[config.mk]
export PLATFORM = sky130hd
export DESIGN_NAME = regfile_wr_arbiter
export DESIGN_NICKNAME = d
export VERILOG_FILES = /design/src/rtl/regfile_pkg.sv /design/src/rtl/regfile_wr_arbiter_rr_arbiter.sv /design/src/rtl/regfile_wr_arbiter.sv
export SDC_FILE = /design/constraint.sdc
export NUM_CORES = 1
export LEC_CHECK = 0
export ABC_AREA = 1
export BUFFER_PORTS_ARGS = -buffer_cell sky130_fd_sc_hd__buf_4
export CORE_MARGIN = 2
export CORE_UTILIZATION = 35
export CTS_CLUSTER_DIAMETER = 40
export CTS_CLUSTER_SIZE = 30
export DETAILED_ROUTE_END_ITERATION = 7
export PLACE_DENSITY_LB_ADDON = 0.2
export SLEW_MARGIN = 20
export SYNTH_ARGS = -nofsm -noshare
export SYNTH_HDL_FRONTEND = slang
export SYNTH_SLANG_ARGS = --single-unit
[constraint.sdc]
create_clock -name Clk -period 4.91 [get_ports Clk]
set_input_delay 0.982 -clock Clk [delete_from_list [all_inputs] [get_ports Clk]]
set_output_delay 0.982 -clock Clk [all_outputs]
set_load 0.01 [all_outputs]
[src/rtl/regfile_pkg.sv]
// regfile_pkg
//   Constants and types shared by the register-file write arbiter and its
//   sub-blocks.
//     REG_AW / REG_DW / NREGS : default address width, data width and
//                               register count of the register file
//     REG_G0                  : address of %g0, which always reads as zero
//                               and therefore is never written
//     wr_state_e              : write-port FSM states
package regfile_pkg;

  localparam int REG_AW = 5;
  localparam int REG_DW = 32;
  localparam int NREGS  = 32;
  localparam int REG_G0 = 0;

  typedef enum logic [1:0] {
    ST_IDLE   = 2'd0,
    ST_WRITE  = 2'd1,
    ST_LOCKED = 2'd2
  } wr_state_e;

endpackage

[src/rtl/regfile_wr_arbiter_rr_arbiter.sv]
// rr_arbiter
//   Combinational round-robin priority picker. The request vector is rotated
//   so that position ptr_i lands on bit 0, the lowest set bit is chosen, and
//   the one-hot result is rotated back to the original requester positions.
//   Ports:
//     req_i  [NREQ]  request vector
//     ptr_i  [PW]    requester that currently has highest priority (< NREQ)
//     gnt_o  [NREQ]  one-hot winner, all zeros when no request is set
module rr_arbiter
  import regfile_pkg::*;
#(
  parameter int NREQ = 4,
  parameter int PW   = (NREQ > 1) ? $clog2(NREQ) : 1
) (
  input  logic [NREQ-1:0] req_i,
  input  logic [PW-1:0]   ptr_i,
  output logic [NREQ-1:0] gnt_o
);

  logic [NREQ-1:0] rot_req;
  logic [NREQ-1:0] rot_gnt;
  logic [PW-1:0]   fwd_idx;
  logic [PW-1:0]   back_idx;
  logic            found;

  // Rotate requests so the highest-priority requester sits at bit 0.
  always_comb begin
    rot_req = '0;
    fwd_idx = '0;
    for (int j = 0; j < NREQ; j++) begin
      fwd_idx    = PW'((j + int'(ptr_i)) % NREQ);
      rot_req[j] = req_i[fwd_idx];
    end
  end

  // Fixed priority on the rotated vector: lowest set bit wins.
  always_comb begin
    rot_gnt = '0;
    found   = 1'b0;
    for (int j = 0; j < NREQ; j++) begin
      if (rot_req[j] && !found) begin
        rot_gnt[j] = 1'b1;
        found      = 1'b1;
      end
    end
  end

  // Undo the rotation so the grant bit lines up with its requester.
  always_comb begin
    gnt_o    = '0;
    back_idx = '0;
    for (int j = 0; j < NREQ; j++) begin
      back_idx        = PW'((j + int'(ptr_i)) % NREQ);
      gnt_o[back_idx] = rot_gnt[j];
    end
  end

endmodule

[src/rtl/regfile_wr_arbiter.sv]
// regfile_wr_arbiter
//   Shares the single register-file write port among NREQ requesters using a
//   round-robin arbiter with a registered grant. One write retires per clock:
//   the edge after a winner is chosen drives its grant pulse, its data on the
//   shared write bus, and a one-hot active-low load enable for the target
//   register cell.
//
//   Optional feature macro: REGFILE_WR_LOCK_EN
//     When defined, a lock input lets the current grantee keep the port for
//     consecutive writes (multi-register trap saves) via the LOCKED state.
//     When undefined there is no lock port and arbitration is pure
//     round-robin.
//
//   Ports:
//     Clk      in   1         clock, rising edge
//     Clr      in   1         asynchronous active-low reset
//     req      in   NREQ      level write request per requester
//     addr     in   NREQ*AW   target register per requester, slice i*AW +: AW
//     wdata    in   NREQ*DW   write data per requester, slice i*DW +: DW
//     lock     in   NREQ      (REGFILE_WR_LOCK_EN only) keep port for grantee
//     gnt      out  NREQ      registered one-hot grant pulse
//     loadE    out  NREGS     registered one-hot active-low load enables
//     wr_data  out  DW        registered write data to all register cells
//     busy     out  1         a load enable is active or the port is locked
module regfile_wr_arbiter #(
  parameter int NREQ  = 4,
  parameter int NREGS = regfile_pkg::NREGS,
  parameter int AW    = regfile_pkg::REG_AW,
  parameter int DW    = regfile_pkg::REG_DW
) (
  input  logic               Clk,
  input  logic               Clr,
  input  logic [NREQ-1:0]    req,
  input  logic [NREQ*AW-1:0] addr,
  input  logic [NREQ*DW-1:0] wdata,
`ifdef REGFILE_WR_LOCK_EN
  input  logic [NREQ-1:0]    lock,
`endif
  output logic [NREQ-1:0]    gnt,
  output logic [NREGS-1:0]   loadE,
  output logic [DW-1:0]      wr_data,
  output logic               busy
);

  import regfile_pkg::*;

  localparam int PW = (NREQ > 1) ? $clog2(NREQ) : 1;

  wr_state_e        state_q,   state_d;
  logic [PW-1:0]    rr_ptr_q,  rr_ptr_d;
  logic [NREQ-1:0]  gnt_q,     gnt_d;
  logic [NREGS-1:0] loadE_q,   loadE_d;
  logic [DW-1:0]    wr_data_q, wr_data_d;
  logic             busy_q,    busy_d;

  logic [NREQ-1:0]  arb_req;
  logic [NREQ-1:0]  arb_win;
  logic [NREQ-1:0]  sel;
  logic             hold;
  logic             win_any;
  logic [PW-1:0]    win_idx;
  logic [AW-1:0]    win_addr;
  logic [DW-1:0]    win_data;

  // A requester sees its grant one cycle after the edge that issued it, so
  // its req is still high during that cycle. Masking the current grantee
  // keeps that stale request from being accepted as a second write.
  assign arb_req = (state_q == ST_IDLE) ? req : (req & ~gnt_q);

  rr_arbiter #(
    .NREQ (NREQ),
    .PW   (PW)
  ) u_rr_arbiter (
    .req_i (arb_req),
    .ptr_i (rr_ptr_q),
    .gnt_o (arb_win)
  );

`ifdef REGFILE_WR_LOCK_EN
  // The grantee keeps the port while it holds both lock and req; the
  // round-robin choice is ignored for that cycle.
  assign hold = (state_q != ST_IDLE) && (|(gnt_q & lock & req));
`else
  assign hold = 1'b0;
`endif

  assign sel     = hold ? gnt_q : arb_win;
  assign win_any = |sel;

  // Steer the winner's index, address and data onto the shared path.
  always_comb begin
    win_idx  = '0;
    win_addr = '0;
    win_data = '0;
    for (int i = 0; i < NREQ; i++) begin
      if (sel[i]) begin
        win_idx  = PW'(i);
        win_addr = addr[i*AW +: AW];
        win_data = wdata[i*DW +: DW];
      end
    end
  end

  // Next-state and registered outputs.
  always_comb begin
    state_d   = ST_IDLE;
    rr_ptr_d  = rr_ptr_q;
    gnt_d     = sel;
    loadE_d   = '1;
    wr_data_d = wr_data_q;

    if (win_any) begin
      wr_data_d = win_data;

      // %g0 and addresses beyond the file are granted but not written.
      if ((int'(win_addr) != REG_G0) && (int'(win_addr) < NREGS)) begin
        loadE_d[win_addr] = 1'b0;
      end

      if (hold) begin
        // Pointer already sits past the locked requester; leave it there.
        state_d = ST_LOCKED;
      end else begin
        state_d  = ST_WRITE;
        rr_ptr_d = (win_idx == PW'(NREQ - 1)) ? '0 : win_idx + 1'b1;
      end
    end

    busy_d = (~&loadE_d) | (state_d == ST_LOCKED);
  end

  always_ff @(posedge Clk or negedge Clr) begin
    if (!Clr) begin
      state_q   <= ST_IDLE;
      rr_ptr_q  <= '0;
      gnt_q     <= '0;
      loadE_q   <= '1;
      wr_data_q <= '0;
      busy_q    <= 1'b0;
    end else begin
      state_q   <= state_d;
      rr_ptr_q  <= rr_ptr_d;
      gnt_q     <= gnt_d;
      loadE_q   <= loadE_d;
      wr_data_q <= wr_data_d;
      busy_q    <= busy_d;
    end
  end

  assign gnt     = gnt_q;
  assign loadE   = loadE_q;
  assign wr_data = wr_data_q;
  assign busy    = busy_q;

endmodule

Word-level counts from Yosys, hierarchy flattened

Index checks and enable logic that the tools add are counted.

$add $sub $neg: 4
Magnitude comparators: 10
Shift-type cells: 0
Div/mod/pow operators: 0
Bitwise gates (word level): 5
Reductions and logical operators: 16
Multipliers: 0
Eq/ne operators: 2
Multiplexer cells: 43

Operator list:

| cell                                                                                 | number |
|---|---|
| 32-bit 2-to-1 mux                                                                    | 6 |
| 32-bit NOT                                                                           | 1 |
| 32-bit AND reduction                                                                 | 1 |
| 5-bit 2-to-1 mux                                                                     | 4 |
| 1-bit 2-to-1 mux                                                                     | 17 |
| 4-bit bitwise mux                                                                    | 3 |
| 2-bit by 3-bit less-than comparator with 1-bit output (second input constant)        | 4 |
| 4-bit AND                                                                            | 2 |
| 1-bit binary-select mux with 2-bit select                                            | 4 |
| 1-bit demux with 2-bit select                                                        | 4 |
| 2-bit by 1-bit greater-or-equal comparator with 1-bit output (second input constant) | 4 |
| 1-bit logical AND                                                                    | 8 |
| 5-bit by 6-bit less-than comparator with 1-bit output (second input constant)        | 1 |
| 2-bit 2-to-1 mux                                                                     | 3 |
| 1-bit demux with 5-bit select                                                        | 1 |
| 5-bit by 1-bit greater-or-equal comparator with 1-bit output (second input constant) | 1 |
| 5-bit nonzero test                                                                   | 1 |
| 2-bit adder (first input constant)                                                   | 2 |
| 2-bit == test (second input constant)                                                | 2 |
| 1-bit zero test                                                                      | 4 |
| 4-bit 2-to-1 mux                                                                     | 1 |
| 4-bit NOT                                                                            | 1 |
| 4-bit OR reduction                                                                   | 1 |
| 1-bit by 2-bit adder with 2-bit output (first input constant)                        | 1 |
| 3 further kinds                                                                      | 3 |

Memories: 0
RAM bits: 0
Latch bits: 0
Bits in read-only memories: 0
Word-level logic and storage cells: 86
Flip-flop bits (word level): 73
Input bits: 154
Output and inout port bits: 69

Depth between registers and ports, before layout

Depth after elaboration: 30
Mapped depth: 18

Cells and area by module

From an unflattened synthesis, not the netlist that was laid out.

Cells, all modules: 544
Area, all modules: 4276.6 µm²

Modules (own cells, without submodules):

| module             | cells each | seq. area each (µm²) | times used | area each (µm²) |
|---|---|---|---|---|
| regfile_wr_arbiter | 463        | 1841.8               | 1          | 3831.2 |
| rr_arbiter         | 81         | 0.0                  | 1          | 445.4 |

Worst setup path before layout

No wires, ideal clock.

Kind: input-to-reg
Start: in req[3]
End: reg busy_q (netlist: busy)
Stages on the path: 14
Path slack: 2.389 ns
Path buffers: 1
Arrival: 2.398 ns
Path through: nand3_1 -> nand2_2 -> nand2_1 -> nand2_2 -> nor2_4 -> nand3_1 -> nand3_1 -> nand2_4 -> buf_6 -> nor2_2 -> o21bai_1 -> nand2_2 -> nor2_2 -> nand2_1

Word-level cells in the longest chain between the ends: 29

Ends and longest elaborated chain:

| what                                      | line                                | text |
|---|---|---|
| from (decl)                               | regfile_wr_arbiter.sv:33            | `input logic [NREQ-1:0] req,` |
| 4-bit AND                                 | regfile_wr_arbiter.sv:68            | `assign arb_req = (state_q == ST_IDLE) ? req : (req & ~gnt_q);` |
| 4-bit 2-to-1 mux (*)                      | regfile_wr_arbiter.sv:68            |  |
| 1-bit binary-select mux with 2-bit select | regfile_wr_arbiter_rr_arbiter.sv:32 | `rot_req[j] = req_i[fwd_idx];` |
| 1-bit 2-to-1 mux (implied by the code)    | regfile_wr_arbiter_rr_arbiter.sv:32 |  |
| 1-bit 2-to-1 mux                          | regfile_wr_arbiter_rr_arbiter.sv:41 | `if (rot_req[j] && !found) begin` |
| 1-bit zero test                           | regfile_wr_arbiter_rr_arbiter.sv:41 |  |
| 1-bit logical AND                         | regfile_wr_arbiter_rr_arbiter.sv:41 |  |
| 1-bit 2-to-1 mux                          | regfile_wr_arbiter_rr_arbiter.sv:41 |  |
| [14 not listed]                           | n/a                                 |  |
| 1-bit demux with 5-bit select             | regfile_wr_arbiter.sv:117           | `loadE_d[win_addr] = 1'b0;` |
| 32-bit NOT (no line)                      | n/a                                 |  |
| 32-bit 2-to-1 mux                         | regfile_wr_arbiter.sv:116           | `if ((int'(win_addr) != REG_G0) && (int'(win_addr) < NREGS)) begin` |
| 32-bit 2-to-1 mux                         | regfile_wr_arbiter.sv:112           | `if (win_any) begin` |
| 32-bit AND reduction                      | regfile_wr_arbiter.sv:129           | `busy_d = (~&loadE_d) \| (state_d == ST_LOCKED);` |
| 1-bit zero test                           | regfile_wr_arbiter.sv:129           |  |
| 1-bit bitwise OR (*)                      | regfile_wr_arbiter.sv:129           |  |
| net busy_d                                | regfile_wr_arbiter.sv:54            | `logic busy_q, busy_d;` |
| to (signal assigned)                      | regfile_wr_arbiter.sv:146           | `busy_q <= busy_d;` |
| to (decl)                                 | regfile_wr_arbiter.sv:54            |  |

The timed path passes the listed nets; every way through them passes the cells marked *. The select of a mux whose other input is x is not followed.
A chain may end at the register's enable or synchronous reset.

Worst setup path after layout

Start: reg rr_ptr_q[0]
End: reg wr_data_q[29] (netlist: wr_data[29])

Word-level cells in the longest chain between the ends: 17

Ends and longest elaborated chain:

| what                                                                            | line                                | text |
|---|---|---|
| from (decl)                                                                     | regfile_wr_arbiter.sv:50            | `logic [PW-1:0] rr_ptr_q, rr_ptr_d;` |
| from (signal assigned)                                                          | regfile_wr_arbiter.sv:142           | `rr_ptr_q <= rr_ptr_d;` |
| branches (longest 12 deep; another with 1-bit by 2-bit adder with 2-bit output) | n/a                                 |  |
| 4-bit bitwise mux (*)                                                           | regfile_wr_arbiter_rr_arbiter.sv:54 | `gnt_o[back_idx] = rot_gnt[j];` |
| 32-bit 2-to-1 mux (4 in a row)                                                  | regfile_wr_arbiter.sv:96            | `if (sel[i]) begin` |
| to (signal assigned)                                                            | regfile_wr_arbiter.sv:145           | `wr_data_q <= wr_data_d;` |
| to (decl)                                                                       | regfile_wr_arbiter.sv:53            | `logic [DW-1:0] wr_data_q, wr_data_d;` |

Mark *: on every way between the ends. The select of a mux whose other input is x is not followed.

==> results.py <==
metrics = {
    "die": {
        "rows": 39,
        "die_h_um": 112.8,
        "ios": 223,
        "start_util_pct": 36.12,
        "die_w_um": 112.8,
        "fp.dieArea_um2": 12720,
        "core_area_um2": 11470,
    },
    "yosys": {
        "avgSynthCellArea_um2": 7.712,
        "syn_nets": 698,
        "synth_top_area_share_pct": 24.17,
        "synthTopCellsByArea": "dfrtp_1 24%, dfstp_2 20%, nand2_1 18%",
        "synth.distinct_cells": 33,
        "syn-instance-count": 537,
        "yosysTopAreaCell": "dfrtp_1",
        "netlist_area_um2": 4141,
        "ys.warnings.count": 0,
        "ys_ff_latch": 72,
        "seq_area_frac_synth_pct": 44.47,
    },
    "status": {
        "outcome": "complete, no violations",
    },
    "sta": {
        "slew-limit-headroom_pct": 41.51,
        "hold_viol": 0,
        "min_period_ns": 3.475,
        "skew_ns": 0.006183,
        "setup_viol": 0,
        "fin_crit_sh_pct": 70.78,
        "max_freq_mhz": 287.7,
        "drv_slew": 0,
        "rsz0062_at_grt": "no",
        "fin_setup_tns_ns": 0,
        "max_slew.worst_pin.slew_ns": 0.8774,
        "holdWs_ns": 0.4824,
    },
    "clock_tree": {
        "clk_pin_slew_worst_paths_ns": 0.06,
        "cts-root-buf": "clkbuf_16",
        "cts.sinks": 72,
        "cts_tree": "built",
        "cts_setup_buffers": 0,
        "cts_hold_buf": 0,
        "clock_path_buffers": 2,
        "ctsResizeCount": 0,
        "insertion_delay_ns": 0.33,
        "numCtsBuffers": 9,
        "cts-htree-levels": 3,
    },
    "global_route": {
        "grt_max_degree": 73,
        "overflow": 0,
        "grt_first_pass_wirelength_mm": 21.42,
        "grt_usage_pct": 21.09,
        "grt_pass1_vias": 4443,
        "antenna_found_initial": 0,
    },
    "routing": {
        "wirelength_mm": 13.41,
        "vias_per_cell": 4.865,
        "drc": 0,
        "routedWlPerCell_um": 14.91,
        "vias": 4374,
        "dr.pass1.iters": 5,
        "dr.first_iter.drc_count": 187,
        "postRouteAntennaNets": 0,
    },
    "setup_path": {
        "crit_arrival_ns": 3.73,
        "startpoint_type": "flop",
        "critPathCaptureType": "flop",
        "max_stage_delay_ns": 0.57,
        "crit_slowest_cell": "inv_2",
        "required_ns": 5.17,
        "cp_cell_sequence": "inv_2 -> ha_1 -> inv_1 -> nand2_1 -> nand2_2 -> nand2_2 -> nand2_1 -> nand3_1 -> nand3_1 -> nand2_4 -> nand3_2 -> inv_2 -> nor2_1 -> a21oi_1",
        "crit_family": "simple AND/OR/NAND/NOR gates",
        "critPathKind": "reg2reg",
        "crit_buf_inv": 3,
        "critical_path.max_fanout": 63,
    },
    "job": {
        "maxCapViolCount": 0,
    },
    "layout": {
        "area_growth_pct": 49.09,
        "final_nets": 912,
        "fill_cells": 1093,
        "layout_commonest_cell": "buf_4",
        "n_antenna_cell": 0,
        "drive_gt1_share_pct": 42.72,
        "final_cell_mix": "222 x buf_4, 204 x nand2_1, 68 x nand3_1, 40 x dfrtp_1, 32 x dfstp_2",
    },
    "hold_path": {
        "min-delay-path-class": "reg2reg",
    },
    "place": {
        "dpl.hpwl_mm": 10.28,
        "portBuffers": 222,
        "gp_congestion": 0.8647,
    },
    "power": {
        "p_total_w": 0.005533,
        "powerDensity_nw_per_um2": 896.0,
        "p_leak_nw": 3.062,
        "ir_worst_vdd_mv": 0.4768,
    },
}
==> cells by family after synthesis <==
kind of cell,Yosys count,share of synthesized area (%)
compound gates,47,6.737
fa+ha+maj,7,2.115
buf+inv,53,5.498
flops,72,44.47
other cells,1,0.09055
simple gates,357,41.09
==> Yosys cell counts (all sizes together) <==
cell	n
ha	7
inv	34
a211oi	1
buf	13
nand3	76
o22ai	12
nand3b	1
nand2	223
dfrtp	40
nor2	48
conb	1
clkbuf	6
a311oi	1
a21oi	15
dfstp	32
o21ai	15
nand4	9
o21bai	3
==> power breakdown <==
part | internal (W) | leakage (nW) | switching, W
sequential | 0.000921 | 0.816 | 0.000145
combinational | 0.00129 | 2.11 | 0.00255
clock | 0.000353 | 0.141 | 0.000280
==> final cells by class <==
type,count,area (um^2),area share [%]
Tap cell,143,178.9,2.898
Multi-Input combinational cell,412,2072,33.56
Clock buffer,9,225.2,3.647
Sequential cell,72,1842,29.83
Inverter,34,130.1,2.107
Clock inverter,7,60.06,0.9726
Timing Repair Buffer,222,1667,26.99
==> path summary, 6_finish.rpt <==
check	to	depth (start not counted)	from	slack, ns
min	wr_data[31]	2	wr_data[31]	0.48
max reg2reg	wr_data[29]	14	rr_ptr_q[0]	1.43
min reg2reg	wr_data[31]	2	wr_data[31]	0.48
max	wr_data[29]	14	rr_ptr_q[0]	1.43
min in group asynchronous	busy	1	Clr	0.78
max in group asynchronous	rr_ptr_q[1]	1	Clr	3.57
==> stage by stage <==
step / util, % / cell area [um^2] / setup slack (ns) / cells
finish: 53.85 / 6175 / 1.435 / 899
global route: 53.85 / 6175 / 0.9534 / 899
CTS: 53.85 / 6175 / 1.358 / 899
detailed placement: 51.36 / 5889 / 1.256 / 883
global placement: 51.36 / 5889 / 1.385 / 883
floorplan: - / 4141 / 2.389 / 537
==> per-layer routing <==
layer  wire, um  GRT usage [%]
met5          0              0
met3        867          4.981
met1       5559          25.32
met2       6704          37.49
met4        274          6.423
==> worst min-delay path, stage by stage, from the launching register on <==
cell and delay, ns:
dfrtp_1 0.34, nand2_1 0.06, nand2_1 0.05
==> sequential cells by signal, indices dropped and copies added (netlist names) <==
register  cells
busy          1
wr_data      32
loadE        32
gnt           4
rr_ptr_q      2
state_q       1
No activity file was read; power rests on OpenSTA's default activity.
